$ cat config.mk
export PLATFORM = sky130hd
export DESIGN_NAME = game_io_frontend
export DESIGN_NICKNAME = d
export VERILOG_FILES = /design/src/rtl/game_io_frontend.sv
export SDC_FILE = /design/constraint.sdc
export NUM_CORES = 1
export LEC_CHECK = 0
export CAP_MARGIN = 30
export CORE_MARGIN = 2
export CORE_UTILIZATION = 40
export DETAILED_ROUTE_END_ITERATION = 12
export HOLD_SLACK_MARGIN = 0.03
export PLACE_DENSITY = 0.75
export REMOVE_ABC_BUFFERS = 1
export SLEW_MARGIN = 25
export SYNTH_ARGS = -nofsm -noshare
export SYNTH_HDL_FRONTEND = slang
export SYNTH_SLANG_ARGS = --single-unit
$ cat constraint.sdc
create_clock -name clock -period 4.51 [get_ports clock]
set_input_delay 0.902 -clock clock [delete_from_list [all_inputs] [get_ports clock]]
set_output_delay 0.902 -clock clock [all_outputs]
set_load 0.005 [all_outputs]
$ cat src/rtl/game_io_frontend.sv
`default_nettype none
// ============================================================================
//  Module   : game_io_frontend
//  Purpose  : Board front-end for the alien guessing game. Synchronises and
//             debounces the active-low keys into press pulses, selects the
//             status or master-pattern seven-segment view, and blinks the
//             GameWon LED.
//  Revision : 1.0  initial release
// ============================================================================
module game_io_frontend #(
  parameter int NUM_KEYS        = 4,
  parameter int DEBOUNCE_CYCLES = 500000,
  parameter int NUM_DIGITS      = 8,
  parameter int SHAPES          = 4,
  parameter int SHAPE_W         = 3,
  parameter int BLINK_CYCLES    = 12500000
) (
  input  logic                      clock,
  input  logic                      reset,
  input  logic [NUM_KEYS-1:0]       key_n,
  input  logic                      debug,
  input  logic                      show_master,
  input  logic                      game_won,
  input  logic [3:0]                num_games,
  input  logic [3:0]                round_number,
  input  logic [3:0]                zood,
  input  logic [3:0]                znarly,
  input  logic [SHAPES*SHAPE_W-1:0] master_pattern,
  output logic [NUM_KEYS-1:0]       key_level,
  output logic [NUM_KEYS-1:0]       key_press,
  output logic [4*NUM_DIGITS-1:0]   bcd,
  output logic [NUM_DIGITS-1:0]     blank,
  output logic [7:0]                ledg
);

  localparam int             DCW     = $clog2(DEBOUNCE_CYCLES + 1);
  localparam logic [DCW-1:0] DB_LAST = DCW'(DEBOUNCE_CYCLES - 1);
  localparam int             BCW     = $clog2(BLINK_CYCLES + 1);
  localparam logic [BCW-1:0] BL_LAST = BCW'(BLINK_CYCLES - 1);

  localparam logic [0:0] ST_STATUS = 1'b0;
  localparam logic [0:0] ST_MASTER = 1'b1;

  // --------------------------------------------------------------------------
  // Key conditioning: each key has its own synchroniser and debounce counter.
  // --------------------------------------------------------------------------
  for (genvar k = 0; k < NUM_KEYS; k++) begin : g_key
    logic           s1;
    logic           s2;
    logic           level;
    logic           press;
    logic [DCW-1:0] cnt;

    // Synchronise, qualify a stable change, and pulse on an accepted press.
    always_ff @(posedge clock or posedge reset) begin
      if (reset) begin
        s1    <= 1'b1;
        s2    <= 1'b1;
        level <= 1'b1;
        press <= 1'b0;
        cnt   <= '0;
      end else begin
        s1    <= key_n[k];
        s2    <= s1;
        press <= 1'b0;
        if (s2 != level) begin
          if (cnt == DB_LAST) begin
            level <= s2;
            cnt   <= '0;
            // Only a falling level (press) pulses; releases are silent.
            press <= ~s2;
          end else begin
            cnt <= cnt + DCW'(1);
          end
        end else begin
          // Any sample matching the accepted level restarts qualification.
          cnt <= '0;
        end
      end
    end

    assign key_level[k] = level;
    assign key_press[k] = press;
  end

  // --------------------------------------------------------------------------
  // View state machine and registered display.
  // --------------------------------------------------------------------------
  logic [0:0]              state;
  logic [0:0]              next_state;
  logic [4*NUM_DIGITS-1:0] next_bcd;
  logic [NUM_DIGITS-1:0]   next_blank;
  logic [3:0]              shape_ext;

  // Next view decision from the switches sampled this cycle.
  always_comb begin
    next_state = state;
    case (state)
      ST_STATUS: if (debug && show_master)   next_state = ST_MASTER;
      ST_MASTER: if (!debug || !show_master) next_state = ST_STATUS;
      default:                               next_state = ST_STATUS;
    endcase
  end

  // Display content for the view being entered, so a switch and its
  // content land on the same edge.
  always_comb begin
    next_bcd   = '0;
    next_blank = '1;
    shape_ext  = '0;
    if (next_state == ST_MASTER) begin
      for (int i = 0; i < SHAPES; i++) begin
        shape_ext                = '0;
        shape_ext[SHAPE_W-1:0]   = master_pattern[i*SHAPE_W +: SHAPE_W];
        next_bcd[i*4 +: 4]       = shape_ext;
        next_blank[i]            = 1'b0;
      end
    end else begin
      next_bcd[3:0]   = num_games;
      next_bcd[7:4]   = round_number;
      next_bcd[11:8]  = zood;
      next_bcd[15:12] = znarly;
      next_blank[3:0] = 4'b0000;
    end
  end

  // Register the view state and the digit outputs together.
  always_ff @(posedge clock or posedge reset) begin
    if (reset) begin
      state <= ST_STATUS;
      bcd   <= '0;
      blank <= '1;
    end else begin
      state <= next_state;
      bcd   <= next_bcd;
      blank <= next_blank;
    end
  end

  // --------------------------------------------------------------------------
  // GameWon blink: lights immediately on the rising level, then toggles
  // every BLINK_CYCLES cycles while the level is held.
  // --------------------------------------------------------------------------
  logic           blink;
  logic           won_seen;
  logic [BCW-1:0] blink_cnt;

  // Blink generator restarted on each fresh game_won assertion.
  always_ff @(posedge clock or posedge reset) begin
    if (reset) begin
      blink     <= 1'b0;
      won_seen  <= 1'b0;
      blink_cnt <= '0;
    end else if (!game_won) begin
      blink     <= 1'b0;
      won_seen  <= 1'b0;
      blink_cnt <= '0;
    end else if (!won_seen) begin
      blink     <= 1'b1;
      won_seen  <= 1'b1;
      blink_cnt <= '0;
    end else if (blink_cnt == BL_LAST) begin
      blink     <= ~blink;
      blink_cnt <= '0;
    end else begin
      blink_cnt <= blink_cnt + BCW'(1);
    end
  end

  assign ledg = {state == ST_MASTER, 6'b000000, blink};

endmodule
`default_nettype wire

* Word-level counts from Yosys, hierarchy flattened *
Cells that the tools add are included.

cells by class
  mux-type cells = 27
  add/subtract/negate cells = 5
  reduce and logical (&&, ||, !) cells = 8
  equal/unequal tests = 10
  bitwise logic cells = 6

operator list
  operator               count
  $mux 19                8
  $add 19x1->19 const B  4
  $eq 19x19->1 const B   4
  $mux 24                3
  $add 24x1->24 const B  1
  $eq 24x24->1 const B   1
  $mux 16                1
  $mux 1                 14
  $reduce_and 2->1       4
  $not 1->1              6
  $ne 1x1->1             4
  $ne 3x2->1 const B     1
  $logic_not 1->1        2
  $pmux 1 s2             1
  $logic_and 1x1->1      1
  $logic_or 1x1->1       1

word-level totals
  word-level logic and storage cells = 82
  input bits = 37
  output and inout bits = 56
  register bits = 139

* Longest topological paths before layout *
Gate-level depths: netlist of the first run.

  word-level depth = 5
  depth in mapped cells = 6
  gate-level depth less buffers = 5

* Least setup slack after synthesis of the first run *
OpenSTA, ideal clock, no wires.

  path kind = reg2reg
  start point = reg blink_cnt[0]
  end point = reg blink_cnt[20]
  library setup time = 0.077 ns
  path slack = 2.465 ns
  stages on the path, launching flop included = 7
  period minus slack after synthesis = 2.045 ns
  path buffers = 1
  arrival = 1.967 ns
  path through = dfrtp_1 ha_1 nand4_2 or4_1 buf_2 or4_1 a21oi_1

on the way
  word-level cells in the longest chain between the ends = 4
  elaborated cells between the ends (all ways) = 5
  classes of those cells = add/sub: 1; eq/ne: 1; mux: 3

ends and longest elaborated chain
  item                                                  line      source
  start, declared                                       146       logic [BCW-1:0] blink_cnt;
  start signal, assigned                                166       blink_cnt <= blink_cnt + BCW'(1);
  $add 24x1->24 / $eq 24x24->1 (equally long branches)  166, 162
  $mux 24 (*)                                           162       end else if (blink_cnt == BL_LAST) begin
  $mux 24 (*)                                           158       end else if (!won_seen) begin
  $mux 24 (*)                                           154       end else if (!game_won) begin

Mark *: on every way between the ends. The rest lies on a longest branch, timed or not.
A chain may end at the register's enable or synchronous reset.

* Worst setup path in the final report of the first run *
  start point = reg g_key[3].level
  end point = out key_level[3]

RTL lines
  item                    line  source
  start, declared         50    logic level;
  start signal, assigned  59    level <= 1'b1;
  start signal, assigned  68    level <= s2;
  end, declared           29    output logic [NUM_KEYS-1:0] key_level,

No word-level cell between the ends.

==> flow_summary.json, run 1 <==
{
  "grt_setup_unrepaired": "no",
  "tritoncts": "built",
  "detailroute.via_count": 4805,
  "routed_wirelength_um": 12300,
  "largest_fanout_of_any_net_on_the_critical_path": 4,
  "maximum_number_of_pins_on_one_net_before_global_route_repair": 103,
  "critical_path.cell_chain": "clkdlybuf4s50_1",
  "holdCritPathClass": "reg -> reg",
  "timing_worst_slew_pin_value_ns": 0.802,
  "cpLargestDelayFamily": "flip-flops",
  "crit_required_ns": 3.61,
  "ff2ff_setup_slack_ns": 2.20,
  "grt.overflow.total": 0,
  "num_antenna_cells": 0,
  "max_clock_freq_ghz": 0.418,
  "cts_hold_buf": 0,
  "worstPathBufferInverterCount": 1,
  "finalNetCount": 750,
  "timing.final.crit_period_ns": 2.39,
  "gp_congestion": 0.815,
  "clkSinkCount": 136,
  "ys_async_sr_fraction": 1.00,
  "timing.slew.headroom": 0.462,
  "grtUsageTotal": 0.148,
  "highest_delay_cell_along_the_critical_path": "dfstp_2",
  "num_rows": 46,
  "clock_tree.htree_level_count": 4,
  "first_pass_grt_wire_length_um": 21100,
  "finalSetupViolCount": 0,
  "final_min_period_over_clock_period": 0.531,
  "synth_seq_area_share": 0.519,
  "design.core.area_mm2": 0.0160,
  "detailedPlace.worstSlack_ns": 2.15,
  "drive_above_1_share": 0.112,
  "dominantRegCellSynth": "dfrtp_1",
  "clockBufferDepth": 2,
  "max_stage_delay_ns": 0.56,
  "clock-root-buffer": "clkbuf_16",
  "fin_worst_hold_slack_ns": 0.354,
  "insertion_delay_ns": 0.42,
  "grt_pass1_vias": 4594,
  "clock_buffer_count_from_cts": 17,
  "post-route-drc-count": 0,
  "timing.critical_path.from_type": "register",
  "synth_edf_count": 0,
  "finalClockSkew_ns": 0.00866,
  "most_common_cell_after_layout_fill_and_taps_aside": "dfrtp_1",
  "timing.setup.critical_path_class": "reg -> out",
  "routed_length_per_placed_instance_um": 13.1,
  "die-width_um": 132,
  "cp_data_arrival_time_ns": 1.49,
  "fin_worst_setup_slack_ns": 2.12,
  "worstSetupEndpointType": "primary output",
  "viasPerCell": 5.13,
  "final_hold_viol_count": 0,
  "buffer_count_from_post_cts_setup_fixing": 0,
  "io_buffer_count": 66,
  "reg2regPathDepth": 5,
  "pwr_per_cell_area_mw_per_mm2": 359,
  "initial_antenna_violation_count": 0,
  "vdd_ir_drop_max_uv": 250,
  "worstHoldEndpoint": "g_key[1].s2",
  "final_antenna_net_count": 0,
  "post_synth_instance_area_mm2": 0.00658,
  "min_from": "g_key[1].s1",
  "synth_area_per_cell_um2": 10.2,
  "syn-instance-count": 645,
  "outcome": "finished, final reports clean",
  "post_cts_resize_count": 0,
  "worst_r2r_endpoint": "g_key[3].cnt[18]",
  "io_pins": 93,
  "final_cell_mix": "dfrtp_1, nor2_1, clkdlybuf4s50_1, xnor2_1, nand2_1",
  "cp.depth": 1,
  "die_area_mm2": 0.0175,
  "drv_cap": 0,
  "final_max_slew_viol_count": 0,
  "yosys_warnings": 0,
  "drt_iter0_markers": 289,
  "areaGrowthSynthToFinish_pct": 20.8,
  "die_h_um": 132,
  "pre_antenna_drt_iters": 5,
  "regToRegStartpoint": "g_key[3].cnt[0]",
  "leakagePower_nw": 3.11,
  "hold_path_depth": 0,
  "yosys.cell_types.count": 43,
  "clk_pin_slew_ns": 0.06,
  "post-dp-hpwl_um": 8280,
  "floorplan.initialDensity": 0.411,
  "synth.ff_latch_count": 136
}
## how the worst max path moves through the flow
stage / endpoint / start
finish: key_level[3] / g_key[3].level
global route: g_key[3].cnt[6] / g_key[3].cnt[0]
CTS: key_level[2] / g_key[2].level
detailed placement: g_key[2].cnt[0] / reset
global placement: blink_cnt[19] / reset
floorplan: bcd[0] / reset
## state kept, by name, summed over array words and instances (netlist names), 4 cells and up
name,cells
g_key.cnt,76
blink_cnt,24
bcd,16
g_key.level,4
g_key.press,4
g_key.s1,4
g_key.s2,4
## power by group
group	internal [mW]	switching [mW]
clock	0.934	0.511
sequential	1.25	0.0160
combinational	0.0760	0.0717
## cells by family (layout without fill, tap and decap cells)
logic type	Yosys count	after routing	synth area share
xor+xnor	65	65	0.0865
flops	136	136	0.519
other cells	2	27	0.00114
compound gates	65	65	0.0610
buf+inv	75	126	0.0667
simple gates	281	281	0.228
fa+ha+maj	5	5	0.00950
mux	16	16	0.0274
## worst reg2reg max path, delay by kind of cell (launching register included)
| kind | cells | cell delay (ns) |
|---|---|---|
| AO/OA/AOI/OAI | 2 | 0.89 |
| flip-flops | 1 | 0.38 |
| adder cells (fa/ha/maj) | 1 | 0.22 |
| buffers and inverters | 1 | 0.30 |
| AND/OR/NAND/NOR | 1 | 0.39 |
## metrics by stage
step	area, um^2	std cells	total power [mW]	TNS (ns)	utilization
6_report	7950	937	2.86	0	0.497
5_1_grt	7950	937	2.97	0	0.497
4_1_cts	7920	936	2.89	0	0.495
3_5_place_dp	7300	904	1.43	0	0.456
3_3_place_gp	7300	904	1.43	0	0.456
2_1_floorplan	6320	616	1.35	-1.22	-
## layer usage
layer | GRT usage | vias up | routed length (um)
li1 | - | 2344 | -
met1 | 0.178 | 2322 | 5330
met2 | 0.242 | 129 | 6020
met3 | 0.0538 | 10 | 791
met4 | 0.0585 | 0 | 119
met5 | 0 | - | 0
## cells in the mapped netlist (15+ instances only)
master | n | area [um^2]
or3_1 | 23 | 144
mux2_2 | 16 | 180
dfrtp_1 | 123 | 3080
nor4_1 | 22 | 138
o21ai_0 | 15 | 75.1
nand3_1 | 33 | 165
buf_4 | 39 | 293
xor2_1 | 18 | 158
a21oi_1 | 29 | 145
nor2_1 | 82 | 308
nand4_1 | 22 | 138
inv_1 | 21 | 78.8
nand2_1 | 35 | 131
xnor2_1 | 47 | 412
## cell type report
| cell class | instances | area [um^2] |
|---|---|---|
| fillers | 1452 | 8050 |
| inverters | 21 | 83.8 |
| multi-input cells | 459 | 2830 |
| clock buffers | 19 | 443 |
| well taps | 216 | 270 |
| flip-flops and latches | 136 | 3420 |
| clock inverters | 13 | 178 |
| repair buffers | 73 | 733 |
Power figures use the tool's default switching activity.
==> run 2, diff against run 1 <==
==> constraint.sdc (replaced) <==
create_clock -name clock -period 2 [get_ports clock]
set_input_delay 0.4 -clock clock [delete_from_list [all_inputs] [get_ports clock]]
set_output_delay 0.4 -clock clock [all_outputs]
set_load 0.005 [all_outputs]
==> flow_summary.json, run 2 (synthesis gave the netlist of run 1 again) <==
{
  "design.core.area_mm2": 0.0160,
  "crit_required_ns": 2.35,
  "final-instance-count-excl-fill": 965,
  "max_stage_delay_ns": 0.60,
  "post-route-cell-area_mm2": 0.00820,
  "insertion_delay_ns": 0.43,
  "detailroute.via_count": 4927,
  "timing.setup.critical_path_class": "reg -> reg",
  "most_common_cell_after_layout_fill_and_taps_aside": "dfrtp_1",
  "clockBufferDepth": 2,
  "highest_delay_cell_along_the_critical_path": "or4_4",
  "vdd_ir_drop_max_uv": 594,
  "final_hold_viol_count": 0,
  "p_switching_mw": 1.41,
  "areaGrowthSynthToFinish_pct": 24.6,
  "timing.critical_path.from_type": "register",
  "drv_cap": 0,
  "cell_area_after_placement_mm2": 0.00756,
  "die-width_um": 132,
  "maximum_number_of_pins_on_one_net_before_global_route_repair": 45,
  "post-route-drc-count": 0,
  "clock_tree.htree_level_count": 4,
  "die_h_um": 132,
  "grtUsageTotal": 0.156,
  "num_rows": 46,
  "gp_congestion": 0.820,
  "regMostFlops": "g_key.cnt",
  "buffer_count_from_post_cts_setup_fixing": 0,
  "final_antenna_net_count": 0,
  "final_min_period_over_clock_period": 0.971,
  "final_max_slew_viol_count": 0,
  "die_area_mm2": 0.0175,
  "tritoncts": "built",
  "pwr-share-clk": 0.507,
  "drt_iter0_markers": 334,
  "clkSinkCount": 136,
  "comb_power_share": 0.054,
  "pre_antenna_drt_iters": 5,
  "io_pins": 93,
  "grt.overflow.total": 0,
  "routed_length_per_placed_instance_um": 13.3,
  "clk_pin_slew_ns": 0.06,
  "clock-root-buffer": "clkbuf_16",
  "pwr_per_cell_area_mw_per_mm2": 792,
  "holdCritPathClass": "in -> async",
  "reg.largest.list": "g_key.cnt x76, blink_cnt x24, bcd x16",
  "outcome": "finished, final reports clean",
  "finalClockSkew_ns": 0.00717,
  "finalSetupViolCount": 0,
  "max_clock_freq_ghz": 0.515,
  "final_cell_mix": "dfrtp_1, nor2_1, clkdlybuf4s50_1, xnor2_1, nand2_1",
  "routed_wirelength_um": 12800,
  "largest_reg_flops": 76,
  "cp_data_arrival_time_ns": 2.29,
  "clock_buffer_count_from_cts": 17,
  "worstSetupEndpointType": "register",
  "post-dp-hpwl_um": 8960,
  "grt_setup_unrepaired": "no",
  "power.internal_mw": 5.09,
  "first_pass_grt_wire_length_um": 22400,
  "fin_worst_hold_slack_ns": 0.337,
  "grt_pass1_vias": 4941,
  "io_buffer_count": 66,
  "post_cts_resize_count": 1,
  "critical_path.cell_chain": "ha_1 > nand4_2 > or4_4 > or4_1 > a21oi_1",
  "num_antenna_cells": 0,
  "floorplan.initialDensity": 0.411,
  "leakagePower_nw": 3.25,
  "initial_antenna_violation_count": 0,
  "finalNetCount": 778,
  "power_frac_seq": 0.439,
  "cts_hold_buf": 0,
  "dpl.cell_count": 933,
  "viasPerCell": 5.11,
  "largest_fanout_of_any_net_on_the_critical_path": 7,
  "totalPowerFinal_mw": 6.50,
  "drive_above_1_share": 0.150,
  "switching_share": 0.216,
  "timing.final.crit_period_ns": 1.94
}
run 2: cell types whose count changed in the layout (fill, tap and decap cells not counted):
cell	change
clkinv_4	+2
buf_4	+25
clkinv_2	-3
buf_12	+4
o211ai_2	+1
buf_16	-1
inv_6	+2
o211ai_4	-1
or4_1	-2
or4_4	+2
clkbuf_8	-1
or3_4	+1
or3_1	-1
run 2: path summary, 6_finish.rpt:
check / from / endpoint / slack [ns] / depth (start not counted)
max in group asynchronous: reset / g_key[1].s2 / 1.08 / 3
setup reg to reg: blink_cnt[0] / blink_cnt[20] / 0.06 / 5
hold / removal: reset / g_key[3].press / 0.34 / 2
setup / recovery: blink_cnt[0] / blink_cnt[20] / 0.06 / 5
min in group clock: g_key[3].s1 / g_key[3].s2 / 0.35 / 0
hold reg to reg: g_key[3].s1 / g_key[3].s2 / 0.35 / 0
run 2: power groups by stage:
stage	registers (mW)	clock network (mW)	logic [mW]
6_report	2.85	3.30	0.349
5_1_grt	2.86	3.52	0.398
4_1_cts	2.85	3.38	0.358
3_5_place_dp	2.90	0	0.355
3_3_place_gp	2.90	0	0.351
2_1_floorplan	2.90	0	0.144
run 2: critical path, delay by kind of cell (launching register included):
kind | cells | cell delay (ns)
AND/OR/NAND/NOR | 3 | 1.18
flip-flops | 1 | 0.35
adder cells (fa/ha/maj) | 1 | 0.19
AO/OA/AOI/OAI | 1 | 0.15
run 2: metrics by stage:
stage / worst slack (ns) / util / setup TNS, ns
2_1_floorplan: -2.02 / - / -261.77
3_3_place_gp: 0.0283 / 0.473 / 0
3_5_place_dp: -0.00798 / 0.473 / -0.0125
4_1_cts: 0.0212 / 0.512 / 0
5_1_grt: 0.00649 / 0.513 / 0
6_report: 0.0570 / 0.513 / 0
run 2: metal layers:
metal,wire [um],GRT usage,vias up
li1,-,-,2406
met1,5700,0.192,2391
met2,6270,0.256,116
met3,645,0.0531,14
met4,194,0.0591,0
met5,0,0,-
run 2: cell type report:
class | instances | area (um^2)
fill | 1486 | 7800
sequential | 136 | 3420
multi-input combinational | 459 | 2830
timing repair buffer | 101 | 973
clock buffer | 18 | 429
tap | 216 | 270
clock inverter | 14 | 198
inverter | 21 | 83.8
==> run 3, diff against run 2 <==
--- a/config.mk
+++ b/config.mk
@@ -10,7 +10,7 @@
 export CORE_UTILIZATION = 40
 export DETAILED_ROUTE_END_ITERATION = 12
 export HOLD_SLACK_MARGIN = 0.03
-export PLACE_DENSITY = 0.75
+export PLACE_DENSITY = 0.68
 export REMOVE_ABC_BUFFERS = 1
 export SLEW_MARGIN = 25
 export SYNTH_ARGS = -nofsm -noshare
==> flow_summary.json, run 3 (synthesis gave the netlist of run 1 again) <==
{
  "design.core.area_mm2": 0.0160,
  "initial_antenna_violation_count": 0,
  "viasPerCell": 5.15,
  "clk_pin_slew_ns": 0.06,
  "pre_antenna_drt_iters": 4,
  "timing.final.crit_period_ns": 1.93,
  "holdCritPathClass": "in -> async",
  "vdd_ir_drop_max_uv": 613,
  "drv_cap": 0,
  "areaGrowthSynthToFinish_pct": 24.7,
  "cts_hold_buf": 0,
  "die_h_um": 132,
  "cell_area_after_placement_mm2": 0.00753,
  "regMostFlops": "g_key.cnt",
  "io_pins": 93,
  "insertion_delay_ns": 0.41,
  "worstSetupEndpointType": "register",
  "largest_fanout_of_any_net_on_the_critical_path": 5,
  "crit_required_ns": 2.34,
  "gp_congestion": 0.858,
  "final_min_period_over_clock_period": 0.964,
  "clockBufferDepth": 2,
  "max_stage_delay_ns": 0.56,
  "cpLargestDelayFamily": "simple AND/OR/NAND/NOR gates",
  "reg.largest.list": "g_key.cnt x76, blink_cnt x24, bcd x16",
  "post-route-drc-count": 0,
  "post-dp-hpwl_um": 9260,
  "final_antenna_net_count": 0,
  "clock_tree.htree_level_count": 4,
  "critical_path.cell_chain": "ha_1 > nand4_2 > or4_4 > buf_4 > or3_1 > a21oi_1",
  "clkSinkCount": 136,
  "grt_pass1_vias": 4945,
  "io_buffer_count": 66,
  "die_area_mm2": 0.0175,
  "routed_wirelength_um": 13300,
  "timing.setup.critical_path_class": "reg -> reg",
  "clock-root-buffer": "clkbuf_16",
  "final-instance-count-excl-fill": 960,
  "drt_iter0_markers": 345,
  "routed_length_per_placed_instance_um": 13.8,
  "finalSetupViolCount": 0,
  "finalClockSkew_ns": 0.00481,
  "tritoncts": "built",
  "highest_delay_cell_along_the_critical_path": "or4_4",
  "grt.overflow.total": 0,
  "drive_above_1_share": 0.141,
  "detailroute.via_count": 4946,
  "outcome": "finished, final reports clean",
  "dpl.cell_count": 927,
  "pwr_per_cell_area_mw_per_mm2": 815,
  "finalSetupTns_ns": 0,
  "filler_cell_count": 1438,
  "cp_data_arrival_time_ns": 2.27,
  "leakagePower_nw": 3.25,
  "floorplan.initialDensity": 0.411,
  "most_common_cell_after_layout_fill_and_taps_aside": "dfrtp_1",
  "num_rows": 46,
  "final_cell_mix": "dfrtp_1, nor2_1, clkdlybuf4s50_1, xnor2_1, nand2_1",
  "final_max_slew_viol_count": 0,
  "first_pass_grt_wire_length_um": 22800,
  "final_hold_viol_count": 0,
  "grt_setup_unrepaired": "no",
  "die-width_um": 132,
  "clock_buffer_count_from_cts": 17,
  "finalNetCount": 773,
  "grtUsageTotal": 0.159,
  "maximum_number_of_pins_on_one_net_before_global_route_repair": 38,
  "largest_reg_flops": 76,
  "timing.critical_path.from_type": "register",
  "fin_util": 0.513,
  "post-route-cell-area_mm2": 0.00821,
  "worstPathBufferInverterCount": 1,
  "max_clock_freq_ghz": 0.519,
  "num_antenna_cells": 0
}
==> run 3: area by class of cell <==
class | instances | area [um^2] | share of cell area
Multi-Input combinational cell | 459 | 2840 | 0.345
Clock inverter | 9 | 195 | 0.0238
Tap cell | 216 | 270 | 0.0329
Clock buffer | 23 | 458 | 0.0558
Timing Repair Buffer | 96 | 948 | 0.115
Sequential cell | 136 | 3420 | 0.416
Inverter | 21 | 83.8 | 0.0102
==> run 3: final timing paths <==
check | startpoint | endpoint | slack (ns) | depth (start not counted)
hold reg to reg | g_key[3].s1 | g_key[3].s2 | 0.35 | 0
max in group asynchronous | reset | g_key[1].level | 1.12 | 3
hold / removal | reset | bcd[5] | 0.33 | 2
setup / recovery | blink_cnt[1] | blink_cnt[18] | 0.07 | 6
min in group clock | g_key[3].s1 | g_key[3].s2 | 0.35 | 0
setup reg to reg | blink_cnt[1] | blink_cnt[18] | 0.07 | 6
==> run 3: worst reg2reg max path, cell delays in order, from the launching register on <==
cell	delay, ns
dfrtp_1	0.36
ha_1	0.19
nand4_2	0.10
or4_4	0.56
buf_4	0.17
or3_1	0.34
a21oi_1	0.14
==> run 3: stage by stage <==
stage / hold WS (ns) / power (mW) / setup WS (ns)
3_3_place_gp: 0.348 / 3.25 / 0.0753
5_1_grt: 0.356 / 6.95 / 0.0132
3_5_place_dp: 0.348 / 3.27 / -0.000979
2_1_floorplan: 0.345 / 3.05 / -2.02
6_report: 0.329 / 6.70 / 0.0730
4_1_cts: 0.321 / 6.77 / 0.0324
==> run 3: per-layer routing <==
metal | up-vias | track usage | routed length [um]
li1 | 2383 | - | -
met1 | 2420 | 0.194 | 5870
met2 | 125 | 0.263 | 6540
met3 | 18 | 0.0434 | 676
met4 | 0 | 0.0729 | 214
met5 | - | 0 | 0
==> run 3: timing repair <==
item	4_1_cts	5_1_grt
setup endpoints to repair	1	6
gates resized for setup	1	4
buffers inserted	0	1
==> run 3: where the power goes <==
group	internal [mW]	switching, mW	total (mW)
Clock	2.36	1.12	3.48
Combinational	0.187	0.170	0.357
Sequential	2.82	0.0372	2.86
